===== src/rtl/multicycle_control.sv =====
// multicycle_control
//   Moore-style sequencer for a shared-memory multi-cycle RV32 subset
//   datapath. Walks FETCH / DECODE / execute phases and drives the datapath
//   enables for the current phase. It stalls on mem_ready during memory
//   phases, traps unsupported opcodes, and counts retired instructions.
//
// Ports
//   clk, reset         rising-edge clock, synchronous active-high reset
//   opcode             instr[6:0] from the IR, looked at in DECODE only
//   mem_ready          memory finishes the current access this cycle
//   PCWrite/IRWrite    PC and IR load strobes; only high in FETCH with mem_ready
//   PCWriteCond        PC load qualified by ALU zero (branch)
//   IorD               memory address select (0 PC, 1 ALUOut)
//   MemRead/MemWrite   memory request strobes
//   MemtoReg/RegWrite  register-file write data select and write enable
//   ALUSrcA/ALUSrcB    ALU operand selects
//   ALUOp              ALU-control selector (00 add, 01 sub, 10 R, 11 I)
//   PCSource           PC source (0 ALU result, 1 ALUOut)
//   illegal            one-cycle pulse while in TRAP
//   state              current state encoding (debug)
//   retired            retired-instruction count, wraps
//
// state      | meaning
// -----------+--------------------------------------------------
// RST    0   | post-reset idle, all outputs low
// FETCH  1   | read instruction at PC, PC+4 computed in parallel
// DECODE 2   | branch target precomputed into ALUOut, opcode examined
// MEM_ADDR 3 | effective address rs1 + imm
// MEM_READ 4 | load access, held until mem_ready
// MEM_WB 5   | MDR written to register file
// MEM_WRITE 6| store access, held until mem_ready
// EXEC 7     | R-type or I-type ALU operation
// ALU_WB 8   | ALUOut written to register file
// BRANCH 9   | compare rs1/rs2, conditional PC load from ALUOut
// TRAP 10    | unsupported opcode, illegal pulse

module multicycle_control #(
  parameter int OPCODE_W = 7,
  parameter int ALUOP_W  = 2,
  parameter int EN_ITYPE = 1,
  parameter int CNT_W    = 32
) (
  input  logic                clk,
  input  logic                reset,
  input  logic [OPCODE_W-1:0] opcode,
  input  logic                mem_ready,
  output logic                PCWrite,
  output logic                PCWriteCond,
  output logic                IorD,
  output logic                MemRead,
  output logic                MemWrite,
  output logic                IRWrite,
  output logic                MemtoReg,
  output logic                RegWrite,
  output logic                ALUSrcA,
  output logic [1:0]          ALUSrcB,
  output logic [ALUOP_W-1:0]  ALUOp,
  output logic                PCSource,
  output logic                illegal,
  output logic [3:0]          state,
  output logic [CNT_W-1:0]    retired
);

  typedef enum logic [3:0] {
    S_RST       = 4'd0,
    S_FETCH     = 4'd1,
    S_DECODE    = 4'd2,
    S_MEM_ADDR  = 4'd3,
    S_MEM_READ  = 4'd4,
    S_MEM_WB    = 4'd5,
    S_MEM_WRITE = 4'd6,
    S_EXEC      = 4'd7,
    S_ALU_WB    = 4'd8,
    S_BRANCH    = 4'd9,
    S_TRAP      = 4'd10
  } state_t;

  localparam logic [OPCODE_W-1:0] OP_LOAD   = OPCODE_W'(7'b0000011);
  localparam logic [OPCODE_W-1:0] OP_STORE  = OPCODE_W'(7'b0100011);
  localparam logic [OPCODE_W-1:0] OP_RTYPE  = OPCODE_W'(7'b0110011);
  localparam logic [OPCODE_W-1:0] OP_ITYPE  = OPCODE_W'(7'b0010011);
  localparam logic [OPCODE_W-1:0] OP_BRANCH = OPCODE_W'(7'b1100011);

  localparam logic [ALUOP_W-1:0] ALU_ADD = ALUOP_W'(2'b00);
  localparam logic [ALUOP_W-1:0] ALU_SUB = ALUOP_W'(2'b01);
  localparam logic [ALUOP_W-1:0] ALU_R   = ALUOP_W'(2'b10);
  localparam logic [ALUOP_W-1:0] ALU_I   = ALUOP_W'(2'b11);

  state_t             state_q, state_d;
  logic               is_itype_q, is_itype_d;
  logic               is_store_q, is_store_d;
  logic [CNT_W-1:0]   retired_q, retired_d;

  logic               pc_write_cond_q, pc_write_cond_d;
  logic               iord_q, iord_d;
  logic               mem_read_q, mem_read_d;
  logic               mem_write_q, mem_write_d;
  logic               memto_reg_q, memto_reg_d;
  logic               reg_write_q, reg_write_d;
  logic               alu_src_a_q, alu_src_a_d;
  logic [1:0]         alu_src_b_q, alu_src_b_d;
  logic [ALUOP_W-1:0] alu_op_q, alu_op_d;
  logic               pc_source_q, pc_source_d;
  logic               illegal_q, illegal_d;

  // Next state, decode latches and retirement.
  always_comb begin
    state_d    = state_q;
    is_itype_d = is_itype_q;
    is_store_d = is_store_q;
    retired_d  = retired_q;
    case (state_q)
      S_RST:   state_d = S_FETCH;
      S_FETCH: if (mem_ready) state_d = S_DECODE;
      S_DECODE: begin
        is_itype_d = (opcode == OP_ITYPE);
        // The store/load split is remembered here so MEM_ADDR does not
        // depend on the opcode input after DECODE.
        is_store_d = (opcode == OP_STORE);
        if (opcode == OP_LOAD || opcode == OP_STORE)
          state_d = S_MEM_ADDR;
        else if (opcode == OP_RTYPE)
          state_d = S_EXEC;
        else if (opcode == OP_ITYPE && EN_ITYPE != 0)
          state_d = S_EXEC;
        else if (opcode == OP_BRANCH)
          state_d = S_BRANCH;
        else
          state_d = S_TRAP;
      end
      S_MEM_ADDR: state_d = is_store_q ? S_MEM_WRITE : S_MEM_READ;
      S_MEM_READ: if (mem_ready) state_d = S_MEM_WB;
      S_MEM_WB: begin
        state_d   = S_FETCH;
        retired_d = retired_q + CNT_W'(1);
      end
      S_MEM_WRITE: begin
        if (mem_ready) begin
          state_d   = S_FETCH;
          retired_d = retired_q + CNT_W'(1);
        end
      end
      S_EXEC: state_d = S_ALU_WB;
      S_ALU_WB, S_BRANCH: begin
        state_d   = S_FETCH;
        retired_d = retired_q + CNT_W'(1);
      end
      S_TRAP:  state_d = S_FETCH;
      default: state_d = S_RST;
    endcase
  end

  // Moore outputs are decoded from the next state so they appear registered
  // in the same cycle as the state they belong to. EXEC uses the itype flag
  // being latched on the DECODE->EXEC edge, hence is_itype_d.
  always_comb begin
    pc_write_cond_d = 1'b0;
    iord_d          = 1'b0;
    mem_read_d      = 1'b0;
    mem_write_d     = 1'b0;
    memto_reg_d     = 1'b0;
    reg_write_d     = 1'b0;
    alu_src_a_d     = 1'b0;
    alu_src_b_d     = 2'b00;
    alu_op_d        = ALU_ADD;
    pc_source_d     = 1'b0;
    illegal_d       = 1'b0;
    case (state_d)
      S_FETCH: begin
        mem_read_d  = 1'b1;
        alu_src_b_d = 2'b01;
      end
      S_DECODE: alu_src_b_d = 2'b10;
      S_MEM_ADDR: begin
        alu_src_a_d = 1'b1;
        alu_src_b_d = 2'b10;
      end
      S_MEM_READ: begin
        mem_read_d = 1'b1;
        iord_d     = 1'b1;
      end
      S_MEM_WB: begin
        reg_write_d = 1'b1;
        memto_reg_d = 1'b1;
      end
      S_MEM_WRITE: begin
        mem_write_d = 1'b1;
        iord_d      = 1'b1;
      end
      S_EXEC: begin
        alu_src_a_d = 1'b1;
        if (is_itype_d) begin
          alu_src_b_d = 2'b10;
          alu_op_d    = ALU_I;
        end else begin
          alu_src_b_d = 2'b00;
          alu_op_d    = ALU_R;
        end
      end
      S_ALU_WB: reg_write_d = 1'b1;
      S_BRANCH: begin
        alu_src_a_d     = 1'b1;
        alu_op_d        = ALU_SUB;
        pc_write_cond_d = 1'b1;
        pc_source_d     = 1'b1;
      end
      S_TRAP:  illegal_d = 1'b1;
      default: ;
    endcase
  end

  always_ff @(posedge clk) begin
    if (reset) begin
      state_q         <= S_RST;
      is_itype_q      <= 1'b0;
      is_store_q      <= 1'b0;
      retired_q       <= '0;
      pc_write_cond_q <= 1'b0;
      iord_q          <= 1'b0;
      mem_read_q      <= 1'b0;
      mem_write_q     <= 1'b0;
      memto_reg_q     <= 1'b0;
      reg_write_q     <= 1'b0;
      alu_src_a_q     <= 1'b0;
      alu_src_b_q     <= 2'b00;
      alu_op_q        <= '0;
      pc_source_q     <= 1'b0;
      illegal_q       <= 1'b0;
    end else begin
      state_q         <= state_d;
      is_itype_q      <= is_itype_d;
      is_store_q      <= is_store_d;
      retired_q       <= retired_d;
      pc_write_cond_q <= pc_write_cond_d;
      iord_q          <= iord_d;
      mem_read_q      <= mem_read_d;
      mem_write_q     <= mem_write_d;
      memto_reg_q     <= memto_reg_d;
      reg_write_q     <= reg_write_d;
      alu_src_a_q     <= alu_src_a_d;
      alu_src_b_q     <= alu_src_b_d;
      alu_op_q        <= alu_op_d;
      pc_source_q     <= pc_source_d;
      illegal_q       <= illegal_d;
    end
  end

  // IR and PC load track mem_ready directly so the instruction is captured
  // in the very cycle memory delivers it.
  assign IRWrite     = (state_q == S_FETCH) && mem_ready;
  assign PCWrite     = (state_q == S_FETCH) && mem_ready;
  assign PCWriteCond = pc_write_cond_q;
  assign IorD        = iord_q;
  assign MemRead     = mem_read_q;
  assign MemWrite    = mem_write_q;
  assign MemtoReg    = memto_reg_q;
  assign RegWrite    = reg_write_q;
  assign ALUSrcA     = alu_src_a_q;
  assign ALUSrcB     = alu_src_b_q;
  assign ALUOp       = alu_op_q;
  assign PCSource    = pc_source_q;
  assign illegal     = illegal_q;
  assign state       = state_q;
  assign retired     = retired_q;

endmodule


===== config.mk =====
export PLATFORM = sky130hd
export DESIGN_NAME = multicycle_control
export DESIGN_NICKNAME = d
export VERILOG_FILES = /design/src/rtl/multicycle_control.sv
export SDC_FILE = /design/constraint.sdc
export NUM_CORES = 1
export LEC_CHECK = 0
export CAP_MARGIN = 20
export CORE_UTILIZATION = 44
export DETAILED_ROUTE_END_ITERATION = 6
export PLACE_DENSITY = 0.75
export RECOVER_POWER = 50
export SYNTH_ARGS = -nofsm -noshare
export SYNTH_HDL_FRONTEND = slang
export SYNTH_SLANG_ARGS = --single-unit

===== constraint.sdc =====
create_clock -name clk -period 1.83 [get_ports clk]
set_input_delay 0.366 -clock clk [delete_from_list [all_inputs] [get_ports clk]]
set_output_delay 0.366 -clock clk [all_outputs]
set_load 0.05 [all_outputs]

======== Word level (Yosys, flattened, before mapping) ========
Cells that the tools add are included.
operators by class
  mux-type cells .......................... 24
  div/mod/pow operators ................... 0
  shift-type cells ........................ 0
  add/subtract/negate cells ............... 1
  eq/ne operators ......................... 26
  bitwise logic cells ..................... 0
  multiply operators ...................... 0
  magnitude comparators ................... 0
  reductions and logical operators ........ 12
operators with widths
  cell                                                             number
  32-bit one-hot mux with 2 select lines                           1
  32-bit by 1-bit adder with 32-bit output, second input constant  1
  4-bit by 3-bit == test with 1-bit output, second input constant  8
  32-bit two-way mux                                               1
  4-bit one-hot mux with 7 select lines                            1
  4-bit == test, second input constant                             6
  4-bit two-way mux                                                6
  4-bit by 2-bit == test with 1-bit output, second input constant  4
  7-bit by 6-bit == test with 1-bit output, second input constant  2
  1-bit two-way mux                                                10
  4-bit by 1-bit == test with 1-bit output, second input constant  2
  2-bit OR reduction                                               4
  7-bit by 2-bit == test with 1-bit output, second input constant  1
  7-bit by 5-bit == test with 1-bit output, second input constant  1
  7-bit == test, second input constant                             1
  2-bit two-way mux                                                3
  2-bit one-hot mux with 3 select lines                            1
  3-bit OR reduction                                               2
  5-bit OR reduction                                               1
  4-bit logical NOT                                                1
  2-bit one-hot mux with 2 select lines                            1
  2-bit inequality test, second input constant                     1
  2-bit AND reduction                                              1
  2-bit nonzero test                                               1
  other kinds (2)                                                  2
storage, ports and cells
  input bits .............................. 10
  memories ................................ 0
  word-level logic and storage cells ...... 77
  bits in latches ......................... 0
  register bits ........................... 50
  memory bits (read-only) ................. 0
  output and inout bits ................... 51
  RAM bits ................................ 0

======== Logic depth before layout (Yosys ltp) ========
Gate-level depths: netlist of the first run.
  depth in word-level cells ............... 9
  depth in mapped cells ................... 9
  mapped depth without buffers ............ 7

======== Least setup slack after synthesis of the first run ========
OpenSTA, ideal clock, no wires.
  path kind ............................... register -> output
  start point ............................. reg state_q[0], in the netlist state[0]
  end point ............................... out PCWrite
  stages on the path, launching flop included .. 4
  buffers on the path ..................... 2
  slack ................................... -0.346 ns
  arrival ................................. 1.810 ns
  required time ........................... 1.464 ns
  cells stage by stage .................... dfxtp_1 buf_2 and4b_1 buf_4
between the ends
  longest elaborated chain between the ends .. 2
ends and longest elaborated chain
  item                                      line  RTL
  start, declared                           89    state_t state_q, state_d;
  start signal, assigned                    230   state_q <= state_d;
  4-bit by 1-bit == test with 1-bit output  n/a
  1-bit logical AND                         n/a
  end, declared                             47    output logic PCWrite,
No other way between the ends.

======== Worst setup path after layout of the first run ========
  start point ............................. reg state_q[2], in the netlist state[2]
  end point ............................... reg mem_read_q, in the netlist MemRead
between the ends
  longest elaborated chain between the ends .. 6
  elaborated cells between the ends (all ways) .. 20
  classes of those cells .................. eq/ne (12); mux (5); reduce/logical (3)
ends and longest elaborated chain
  item                                                                                                         line  RTL
  4-bit == test (tied with other cells)                                                                        112   case (state_q)
  5-bit OR reduction (no line)                                                                                 n/a
  4-bit one-hot mux with 7 select lines (*)                                                                    112
  4-bit by 1-bit == test with 1-bit output / 4-bit by 3-bit == test with 1-bit output (equally long branches)  168   case (state_d)
  2-bit OR reduction (no line) (*)                                                                             n/a
  1-bit two-way mux (*)                                                                                        168
  end signal, assigned                                                                                         236   mem_read_q <= mem_read_d;
  end, declared                                                                                                96    logic mem_read_q, mem_read_d;
Mark *: on every way between the ends. The rest lies on a longest branch, timed or not.
A chain may end at the register's enable or synchronous reset.

==> impl_metrics.csv, run 1 <==
group,metric,value,unit
outcome,status,"complete, no violations",
clock_tree,clk_transition_reported_paths,0.10,ns
timing,finalWorstPathRequiredPeriod,1.83,ns
worst_setup_path,crit_slowest_cell,"sky130_fd_sc_hd__dfxtp_4",
floorplan,start_util,0.470,
detailed_routing,vias,2439,
synthesis,yosys.area.top_type_share,0.404,
clock_tree,max-clock-path-buffers,2,
worst_setup_path,worst_ep_arrival_time,2.06,ns
timing,timing.final.crit_share,0.999,
synthesis,ys_async_sr_fraction,0,
clock_tree,clockRootBuffer,"sky130_fd_sc_hd__clkbuf_8",
synthesis,yosys_most_used_dff,"sky130_fd_sc_hd__dfxtp_1",
worst_setup_path,worstPathMaxFanout,10,
global_routing,grtUsageMet2,0.375,
detailed_routing,routed_wl,6360,µm
flow_run,drv_cap,0,
global_routing,global_route.usage.total,0.218,
final_layout,post_layout_net_count,393,
final_layout,layout-drive-gt1-share,0.366,
global_routing,grt_max_degree,33,
global_routing,number_of_global_route_vias_before_repair,2268,
synthesis,synth_top_cell_by_area,"sky130_fd_sc_hd__dfxtp_1",
floorplan,floorplan.core_area,5270,µm²
worst_setup_path,critical_path.startpoint_type,"flop",
worst_setup_path,cp_cell_sequence,"buf_4 > nor4b_4 > o211a_1 > a21oi_2 > buf_4 > or3_1 > a211oi_1",
synthesis,ys_types,63,
synthesis,netlist_instances,282,
synthesis,synth-warning-count,0,
timing,slew-limit-headroom,0.567,
timing,slew_viol_final,0,
floorplan,die_w,77.0,µm
synthesis,avgSynthCellArea,8.79,µm²
synthesis,yosys-top-cells-area,"sky130_fd_sc_hd__dfxtp_1, sky130_fd_sc_hd__a21oi_1, sky130_fd_sc_hd__or3_1",
place,placed_cell_area,3430,µm²
timing,rsz_0062_raised_after_global_routing,"true",
global_routing,antenna_found_initial,0,
final_layout,fillerInstances,433,
detailed_routing,detail_route.iter0.violations,149,
worst_setup_path,crit_path_max_incr_delay,0.40,ns
clock_tree,clock_tree.htree_level_count,2,
worst_hold_path,hold_path_class,"reg -> reg",
power,vdd_ir_drop_max,0.404,mV
clock_tree,tritoncts.num_buffers,5,
place,post_dp_hpwl,4540,µm
synthesis,netlist_area,2480,µm²
floorplan,design.portCount,61,
detailed_routing,post_drt_via_cell_ratio,5.38,
final_layout,diodes,0,
synthesis,synth_seq_area_share,0.404,
detailed_routing,antenna_viol_nets_final,0,
worst_setup_path,crit_top_cell,"sky130_fd_sc_hd__buf_4",
final_layout,layout-area-overhead-vs-synth,46.3,%
synthesis,post_synth_most_frequent_cells,"sky130_fd_sc_hd__dfxtp_1, sky130_fd_sc_hd__a21oi_1, sky130_fd_sc_hd__nor2_1",
timing,worst-slew-pin-transition,0.652,ns
floorplan,rows,26,
power,p_leak,1.45,nW
worst_setup_path,cp_data_required_time,2.06,ns
clock_tree,cts_tree,"yes",
place,numPortBuffers,60,
timing,skew,0.00691,ns
detailed_routing,route.detailed.wl_per_inst,14.0,µm
synthesis,synth_enable_flop_cells,0,
global_routing,grt_pass1_wl,10500,µm
worst_setup_path,critical_path.endpoint_type,"flop",
floorplan,die-area,5930,µm²
synthesis,ys_ff_latch,50,
global_routing,globalRouteMet3Util,0.0357,
clock_tree,clkSinkCount,50,
worst_setup_path,crit_type,"reg -> reg",
floorplan,die_h,77.0,µm
global_routing,grt_remaining_overflow,0,
synthesis,synth.net_count,293,
timing,finalHoldViolCount,0,
detailed_routing,route.detailed.drc,0,
power,power.density,609,nW/µm²
clock_tree,clk-insertion-delay-late,0.31,ns
timing,timing.final.setup_violations,0,
synthesis,post-synth-top-count-cell,"sky130_fd_sc_hd__dfxtp_1",
power,design_power_total,2.21,mW
detailed_routing,drtPass1Iterations,4,
global_routing,use_met1,0.278,
place,gpl.final_weighted_congestion,0.821,
global_routing,busiest_layer,"met2",
timing,setup_tns,0,ns
timing,max_freq,0.547,GHz
final_layout,design_area,3620,µm²
logic make-up (layout without fill, tap and decap cells):
| family | after synthesis | after routing | share of synthesized area |
|---|---|---|---|
| buffers and inverters | 26 | 127 | 0.0550 |
| adders and majority gates | 1 | 1 | 0.00505 |
| and+or+nand+nor | 119 | 119 | 0.295 |
| DFF | 50 | 50 | 0.404 |
| xor gates and xnor gates | 11 | 11 | 0.0389 |
| muxes | 1 | 1 | 0.00455 |
| AOI/OAI and AO/OA | 74 | 74 | 0.197 |
where the power goes:
part,switching [mW],internal [mW]
registers,0.0271,1.10
clock network,0.403,0.284
logic,0.220,0.175
layer usage:
layer,share of wire,routed length [µm]
met1,0.47,3010
met2,0.48,3070
met3,0.034,219
met4,0.010,65
met5,0,0
cell type report:
class,count,area [µm²],area share
Inverter,8,30.0,0.00828
Multi-Input combinational cell,206,1500,0.413
Clock buffer,5,68.8,0.0190
Sequential cell,50,1060,0.294
Tap cell,70,87.6,0.0242
Clock inverter,3,28.8,0.00794
Timing Repair Buffer,111,848,0.234
path summary, 6_finish.rpt:
| path | from | end | slack (ns) | depth (start not counted) |
|---|---|---|---|---|
| max reg2reg | state[2] | MemRead | 0.001 | 7 |
| max | state[2] | MemRead | 0.001 | 7 |
| min | is_store_q | is_store_q | 0.47 | 2 |
| min reg2reg | is_store_q | is_store_q | 0.47 | 2 |
worst max-delay path: cells and delay by family, from the launching register on:
family          cells  cell delay (ns)
compound gates      3             0.45
buf+inv             2             0.32
flops               1             0.40
simple gates        2             0.56
repair_timing:
item | in CTS | in global routing
resized for setup | 10 | 24
hold buffers | 0 | 0
pin swaps | 2 | 4
setup buffers | 1 | 5
endpoints found under the hold margin | 0 | 0
setup endpoints to repair | 26 | 30
per-stage QoR:
step,setup slack (ns),hold slack [ns],std cells,util
finish,0.00143,0.474,453,0.688
global route,-0.119,0.508,453,0.688
CTS,0.000513,0.475,448,0.679
detailed placement,-0.441,0.462,439,0.651
global placement,-0.419,0.458,439,0.651
floorplan,-0.0284,0.432,282,-
layout by cell type (no fill, tap or decap), types with 4 or more instances in the layout:
master / synthesis / routed
sky130_fd_sc_hd__buf_4: 5 / 63
sky130_fd_sc_hd__a21oi_1: 28 / 26
sky130_fd_sc_hd__clkbuf_1: 6 / 24
sky130_fd_sc_hd__dfxtp_1: 50 / 23
sky130_fd_sc_hd__nor2_1: 21 / 19
sky130_fd_sc_hd__nand2_1: 19 / 18
sky130_fd_sc_hd__or3_1: 17 / 17
sky130_fd_sc_hd__o21ai_0: 17 / 17
sky130_fd_sc_hd__dfxtp_2: 0 / 15
sky130_fd_sc_hd__clkdlybuf4s50_1: 0 / 12
sky130_fd_sc_hd__dfxtp_4: 0 / 12
sky130_fd_sc_hd__nand3_1: 8 / 8
sky130_fd_sc_hd__inv_1: 6 / 6
sky130_fd_sc_hd__xor2_1: 6 / 6
sky130_fd_sc_hd__and2_1: 5 / 5
sky130_fd_sc_hd__o31ai_1: 5 / 5
sky130_fd_sc_hd__or4_1: 5 / 5
sky130_fd_sc_hd__and3_1: 6 / 5
sky130_fd_sc_hd__xnor2_1: 5 / 5
sky130_fd_sc_hd__clkbuf_8: 0 / 5
sky130_fd_sc_hd__dlymetal6s2s_1: 0 / 5
sky130_fd_sc_hd__nand4_1: 4 / 4
sky130_fd_sc_hd__nor3_1: 4 / 4
registers in the layout (all words and copies together) (netlist names):
| name | count |
|---|---|
| illegal | 1 |
| is_itype_q | 1 |
| MemtoReg | 1 |
| RegWrite | 1 |
| PCSource | 1 |
| ALUSrcB | 2 |
| MemWrite | 1 |
| is_store_q | 1 |
| MemRead | 1 |
| ALUSrcA | 1 |
| IorD | 1 |
| state | 4 |
| ALUOp | 2 |
| retired | 32 |
Power figures use the tool's default switching activity.
==> run 2: changes to the inputs <==
GPL_TIMING_DRIVEN = 0   (was not set)
HOLD_SLACK_MARGIN = 0.06   (was not set)
==> run 2 against run 1 <==
- the run now ends with negative setup slack left
- critical path depth is 1 higher
- combinational power rose by 7.3%
- sequential share of layout area is 1.7 points lower
- sequential power barely moved
- core utilization increased by 4.2 points
- setup slack got worse by 0.14 ns
- non-clock buffer count decreased by 7
- design area is 6.1% higher
- clock power grew 9.2%
- largest cell class unchanged
- clock-buffer cell count up 1
- die area stayed put
==> impl_metrics.csv, run 2 (same netlist as run 1, synthesis figures left out) <==
group,metric,value,unit
outcome,status,"finished with violations",
outcome,failed_checks,"negative setup slack",
floorplan,floorplan.core_area,5270,µm²
clock_tree,clk-insertion-delay-late,0.31,ns
floorplan,start_util,0.470,
timing,setup_tns,-0.941,ns
floorplan,rows,26,
worst_setup_path,crit_path_max_incr_delay,0.37,ns
timing,finalHoldViolCount,0,
timing,slew-limit-headroom,0.596,
clock_tree,clockRootBuffer,"sky130_fd_sc_hd__clkbuf_8",
detailed_routing,vias,2478,
final_layout,fillerInstances,389,
final_layout,layout-area-overhead-vs-synth,55.3,%
worst_setup_path,worstPathMaxFanout,10,
final_layout,mostFrequentLayoutCell,"sky130_fd_sc_hd__dlygate4sd2_1",
timing,timing.final.setup_violations,19,
detailed_routing,routed_wl,6940,µm
timing,timing.final.crit_share,1.08,
clock_tree,tritoncts.num_buffers,5,
worst_hold_path,hold_path_class,"reg -> reg",
timing,skew,0.00824,ns
detailed_routing,drtPass1Iterations,4,
clock_tree,clk_transition_reported_paths,0.09,ns
worst_setup_path,timing.rr.start,"state[2]",
detailed_routing,antenna_viol_nets_final,0,
clock_tree,clkSinkCount,50,
worst_setup_path,cp_data_required_time,2.04,ns
place,post-place-cells,412,
place,dp_worst_setup_slack,-0.645,ns
timing,holdWs,0.478,ns
floorplan,die_h,77.0,µm
final_layout,layout-drive-gt1-share,0.362,
worst_setup_path,ff2ff_path_depth,8,
worst_setup_path,crit_type,"reg -> reg",
detailed_routing,route.detailed.wl_per_inst,15.6,µm
worst_setup_path,critical_path.startpoint_type,"flop",
worst_hold_path,holdCritStartpoint,"retired[26]",
global_routing,grt_max_degree,17,
global_routing,global_route.usage.total,0.226,
floorplan,die-area,5930,µm²
detailed_routing,wl_met2,3370,µm
worst_setup_path,startpoint,"state[2]",
clock_tree,cts_tree,"yes",
timing,slew_viol_final,0,
worst_setup_path,worst_setup_path_endpoint,"RegWrite",
detailed_routing,met3_length,346,µm
floorplan,die_w,77.0,µm
worst_setup_path,critical_path.endpoint_type,"flop",
final_layout,diodes,0,
timing,worst-slew-pin-transition,0.609,ns
worst_hold_path,worst_hold_path.num_cells,2,
final_layout,largest_reg_flops,32,
final_layout,post_layout_net_count,386,
detailed_routing,detail_route.iter0.violations,119,
timing,rsz_0062_raised_after_global_routing,"true",
clock_tree,max-clock-path-buffers,2,
global_routing,antenna_found_initial,0,
place,placed_cell_area,3280,µm²
global_routing,grt_pass1_wl,10800,µm
worst_setup_path,crit_top_cell,"sky130_fd_sc_hd__buf_6",
floorplan,design.portCount,61,
power,vdd_ir_drop_max,0.451,mV
worst_setup_path,reg2reg_slack,-0.14,ns
timing,post-route-worst-setup-slack,-0.139,ns
worst_setup_path,worst_ep_arrival_time,2.18,ns
clock_tree,cts_hold_repair.buffers,0,
place,gpl.final_weighted_congestion,0.918,
place,post_dp_hpwl,4200,µm
detailed_routing,wl_met1,3160,µm
worst_setup_path,rr_endpoint,"RegWrite",
power,power.density,594,nW/µm²
detailed_routing,route.detailed.drc,0,
detailed_routing,post_drt_via_cell_ratio,5.56,
global_routing,number_of_global_route_vias_before_repair,2275,
place,numPortBuffers,60,
power,p_leak,1.53,nW
worst_setup_path,crit_slowest_cell,"sky130_fd_sc_hd__dfxtp_4",
final_layout,layout_common_cells,"sky130_fd_sc_hd__dlygate4sd2_1, sky130_fd_sc_hd__dfxtp_1, sky130_fd_sc_hd__buf_4",
timing,max_freq,0.508,GHz
final_layout,design_area,3850,µm²
timing,finalWorstPathRequiredPeriod,1.97,ns
flow_run,drv_cap,0,
clock_tree,clock_tree.htree_level_count,2,
final_layout,final_cell_count_without_fillers,446,
worst_setup_path,cp_cell_sequence,"buf_8 > buf_6 > nor4bb_2 > a21oi_1 > a21oi_2 > buf_6 > mux2_4 > and2_1",
detailed_routing,routed.top_layer,"met4",
global_routing,grt_remaining_overflow,0,
==> run 2: cell types whose count changed in the layout (fill, tap and decap cells not counted), sizes merged <==
cell           delta
clkbuf           -10
clkinv            -1
clkdlybuf4s15     +2
dlygate4sd2      +34
clkdlybuf4s50     +2
dlymetal6s2s      -5
buf              -29
==> run 2: final cells by class <==
cell class | instances | area [µm²] | share of cell area
tap | 70 | 87.6 | 0.0228
multi-input combinational | 206 | 1630 | 0.425
clock buffer | 6 | 93.8 | 0.0244
clock inverter | 2 | 13.8 | 0.00358
sequential | 50 | 1060 | 0.277
inverter | 8 | 30.0 | 0.00780
buffer | 17 | 165 | 0.0429
timing repair buffer | 87 | 758 | 0.197
==> run 2: through the flow <==
step / utilization / power (mW)
after floorplan: - / 1.37
after global placement: 0.622 / 1.47
after detailed placement: 0.622 / 1.47
after CTS: 0.683 / 2.25
after global routing: 0.730 / 2.38
final: 0.730 / 2.29
==> run 2: worst min-delay path by stage <==
stage                  end  slack (ns)
2_1_floorplan   is_store_q        0.43
3_3_place_gp    is_store_q        0.45
3_5_place_dp    is_store_q        0.46
4_1_cts         is_store_q        0.47
5_1_grt        retired[26]        0.50
6_report       retired[26]        0.48
==> run 2: report_power, final <==
group | leakage (nW) | switching [mW] | internal [mW]
Clock | 0.0567 | 0.395 | 0.355
Combinational | 1.05 | 0.252 | 0.173
Sequential | 0.421 | 0.0143 | 1.10
==> run 2: timing repair <==
item,in CTS,in global routing
gates resized for setup,86,53
endpoints found under the hold margin,0,0
setup endpoints to repair,68,51
pin swaps,17,34
setup buffers,12,15
==> run 2: worst max-delay path: cells and delay by family (launching register included) <==
family / cells / cell delay (ns)
compound gates: 2 / 0.35
buf+inv: 3 / 0.43
simple gates: 2 / 0.41
flops: 1 / 0.37
mux: 1 / 0.30
==> run 2: layer usage <==
layer / up-vias / GRT usage
li1: 1218 / -
met3: 4 / 0.0393
met4: 0 / 0.0623
met1: 1187 / 0.304
met5: - / 0
met2: 69 / 0.372
==> run 3: changes to the inputs <==
MAX_ROUTING_LAYER = met4   (was not set)
SLEW_MARGIN = 30   (was not set)
==> run 3 against run 2 <==
- setup slack better by 0.019 ns
- clock skew up 0.00077 ns
- sequential power about the same
- the run still ends with negative setup slack left
- non-clock buffer count up 1
- first-iteration DRC count up 11%
- clock-buffer cell count unchanged
- critical path type unchanged
- global-route usage up 0.54 points
- total power up 0.39%
- critical path depth unchanged
- register-to-register slack better by 0.02 ns
- clock power about the same
==> impl_metrics.csv, run 3 (same netlist as run 1, synthesis figures left out) <==
group,metric,value,unit
place,placed_cell_area,3280,µm²
clock_tree,clockRootBuffer,"sky130_fd_sc_hd__clkbuf_8",
detailed_routing,route.detailed.drc,0,
worst_setup_path,worst_ep_arrival_time,2.16,ns
worst_setup_path,worstPathMaxFanout,10,
worst_setup_path,cp_cell_sequence,"buf_8 > buf_6 > nor4bb_2 > a21oi_1 > a21oi_2 > buf_6 > mux2_4 > and2_1",
detailed_routing,route.detailed.wl_per_inst,15.9,µm
timing,finalWorstPathRequiredPeriod,1.95,ns
global_routing,grt_pass1_wl,10800,µm
worst_setup_path,critical_path.endpoint_type,"flop",
power,seq_power_share,0.484,
floorplan,rows,26,
floorplan,start_util,0.470,
detailed_routing,routed.top_layer,"met4",
clock_tree,clkSinkCount,50,
final_layout,regArea,1060,µm²
final_layout,mostFrequentLayoutCell,"sky130_fd_sc_hd__dlygate4sd2_1",
worst_setup_path,crit_path_max_incr_delay,0.38,ns
timing,slew_viol_final,0,
floorplan,floorplan.core_area,5270,µm²
timing,timing.final.setup_violations,22,
timing,skew,0.00901,ns
floorplan,design.portCount,61,
clock_tree,clk-insertion-delay-late,0.31,ns
final_layout,design_area,3890,µm²
place,dp_worst_setup_slack,-0.645,ns
worst_setup_path,crit_type,"reg -> reg",
detailed_routing,wl_met1,3270,µm
worst_setup_path,timing.rr.start,"state[2]",
floorplan,die-area,5930,µm²
power,p_leak,1.54,nW
timing,finalHoldViolCount,0,
power,vdd_ir_drop_max,0.453,mV
worst_setup_path,critical_path.startpoint_type,"flop",
timing,worst-slew-pin-transition,0.601,ns
worst_hold_path,worstHoldEndpoint,"retired[26]",
place,gpl.final_weighted_congestion,0.934,
clock_tree,cts_hold_repair.buffers,0,
timing,setup_tns,-0.944,ns
worst_hold_path,hold_path_class,"reg -> reg",
global_routing,grt_max_degree,17,
detailed_routing,detail_route.iter0.violations,132,
power,power.density,590,nW/µm²
worst_setup_path,ff2ff_path_depth,8,
global_routing,global_route.usage.total,0.232,
final_layout,layout_common_cells,"sky130_fd_sc_hd__dlygate4sd2_1, sky130_fd_sc_hd__dfxtp_1, sky130_fd_sc_hd__buf_4",
final_layout,diodes,0,
final_layout,fillerInstances,381,
clock_tree,tritoncts.num_buffers,5,
timing,timing.final.crit_share,1.07,
power,power_frac_comb,0.190,
detailed_routing,antenna_viol_nets_final,0,
detailed_routing,routed_wl,7110,µm
place,post_dp_hpwl,4200,µm
final_layout,postLayoutCoreUtil,0.738,
timing,max_freq,0.513,GHz
worst_hold_path,worst_hold_path.num_cells,2,
clock_tree,clock_tree.htree_level_count,2,
clock_tree,cts_tree,"yes",
final_layout,layout-area-overhead-vs-synth,57.0,%
detailed_routing,post_drt_via_cell_ratio,5.53,
clock_tree,max-clock-path-buffers,2,
final_layout,final_cell_count_without_fillers,447,
detailed_routing,drtPass1Iterations,4,
timing,holdWs,0.477,ns
final_layout,largest_reg_flops,32,
final_layout,layout-drive-gt1-share,0.369,
outcome,status,"finished with violations",
worst_setup_path,rr_endpoint,"RegWrite",
power,switchingPower,0.660,mW
timing,rsz_0062_raised_after_global_routing,"true",
power,power.internal,1.64,mW
worst_setup_path,reg2reg_slack,-0.12,ns
final_layout,post_layout_net_count,387,
detailed_routing,wl_met2,3480,µm
place,numPortBuffers,60,
flow_run,drv_cap,0,
place,post-place-cells,412,
final_layout,multi_input_comb_area,1640,µm²
power,clock_power_share,0.326,
worst_setup_path,crit_top_cell,"sky130_fd_sc_hd__buf_6",
timing,slew-limit-headroom,0.601,
worst_setup_path,crit_slowest_cell,"sky130_fd_sc_hd__dfxtp_4",
worst_setup_path,critical_path.n_buffers_inverters,3,
clock_tree,clk_transition_reported_paths,0.09,ns
worst_hold_path,holdCritStartpoint,"retired[26]",
power,switching_share,0.287,
power,design_power_total,2.30,mW
worst_setup_path,cpLargestDelayFamily,"simple AND/OR/NAND/NOR gates",
global_routing,grt_remaining_overflow,0,
floorplan,die_h,77.0,µm
detailed_routing,vias,2471,
outcome,failed_checks,"negative setup slack",
global_routing,number_of_global_route_vias_before_repair,2277,
floorplan,die_w,77.0,µm
timing,post-route-worst-setup-slack,-0.120,ns
global_routing,antenna_found_initial,0,
worst_setup_path,cp_data_required_time,2.04,ns
detailed_routing,met3_length,266,µm
run 3: worst max-delay path by stage:
stage	startpoint	to	slack (ns)	cells past startpoint
2_1_floorplan	retired[17]	retired[25]	-0.03	5
3_3_place_gp	mem_ready	PCWrite	-0.63	4
3_5_place_dp	mem_ready	PCWrite	-0.64	4
4_1_cts	state[2]	ALUSrcA	-0.09	8
5_1_grt	state[2]	retired[17]	-0.16	8
6_report	state[2]	RegWrite	-0.12	8
run 3: layer usage:
layer,GRT usage,up-vias
met3,0.0286,10
met2,0.371,66
met1,0.305,1187
li1,-,1208
met5,-,-
met4,0.0736,0
run 3: what timing repair did:
action | in CTS | in global routing
gates resized for setup | 86 | 54
pin swaps | 17 | 35
endpoints found under the setup margin | 68 | 49
buffers inserted | 12 | 16
run 3: power groups by stage:
| stage | Sequential [mW] | Combinational, mW | Clock [mW] |
|---|---|---|---|
| final | 1.11 | 0.436 | 0.747 |
| after global routing | 1.11 | 0.458 | 0.810 |
| after CTS | 1.11 | 0.386 | 0.754 |
| after detailed placement | 1.14 | 0.336 | 0 |
| after global placement | 1.14 | 0.334 | 0 |
| after floorplan | 1.21 | 0.156 | 0 |
run 3: area by class of cell:
| class | instances | area share |
|---|---|---|
| multi-input combinational | 206 | 0.422 |
| buffer | 17 | 0.0425 |
| timing repair buffer | 88 | 0.204 |
| clock buffer | 6 | 0.0241 |
| inverter | 8 | 0.00772 |
| clock inverter | 2 | 0.00354 |
| tap | 70 | 0.0225 |
| sequential | 50 | 0.274 |
run 3: tightest hold or removal path, cell delays in order (launching register included):
cell and delay [ns]:
sky130_fd_sc_hd__dfxtp_2 0.34, sky130_fd_sc_hd__o21ai_2 0.05, sky130_fd_sc_hd__a21oi_1 0.06
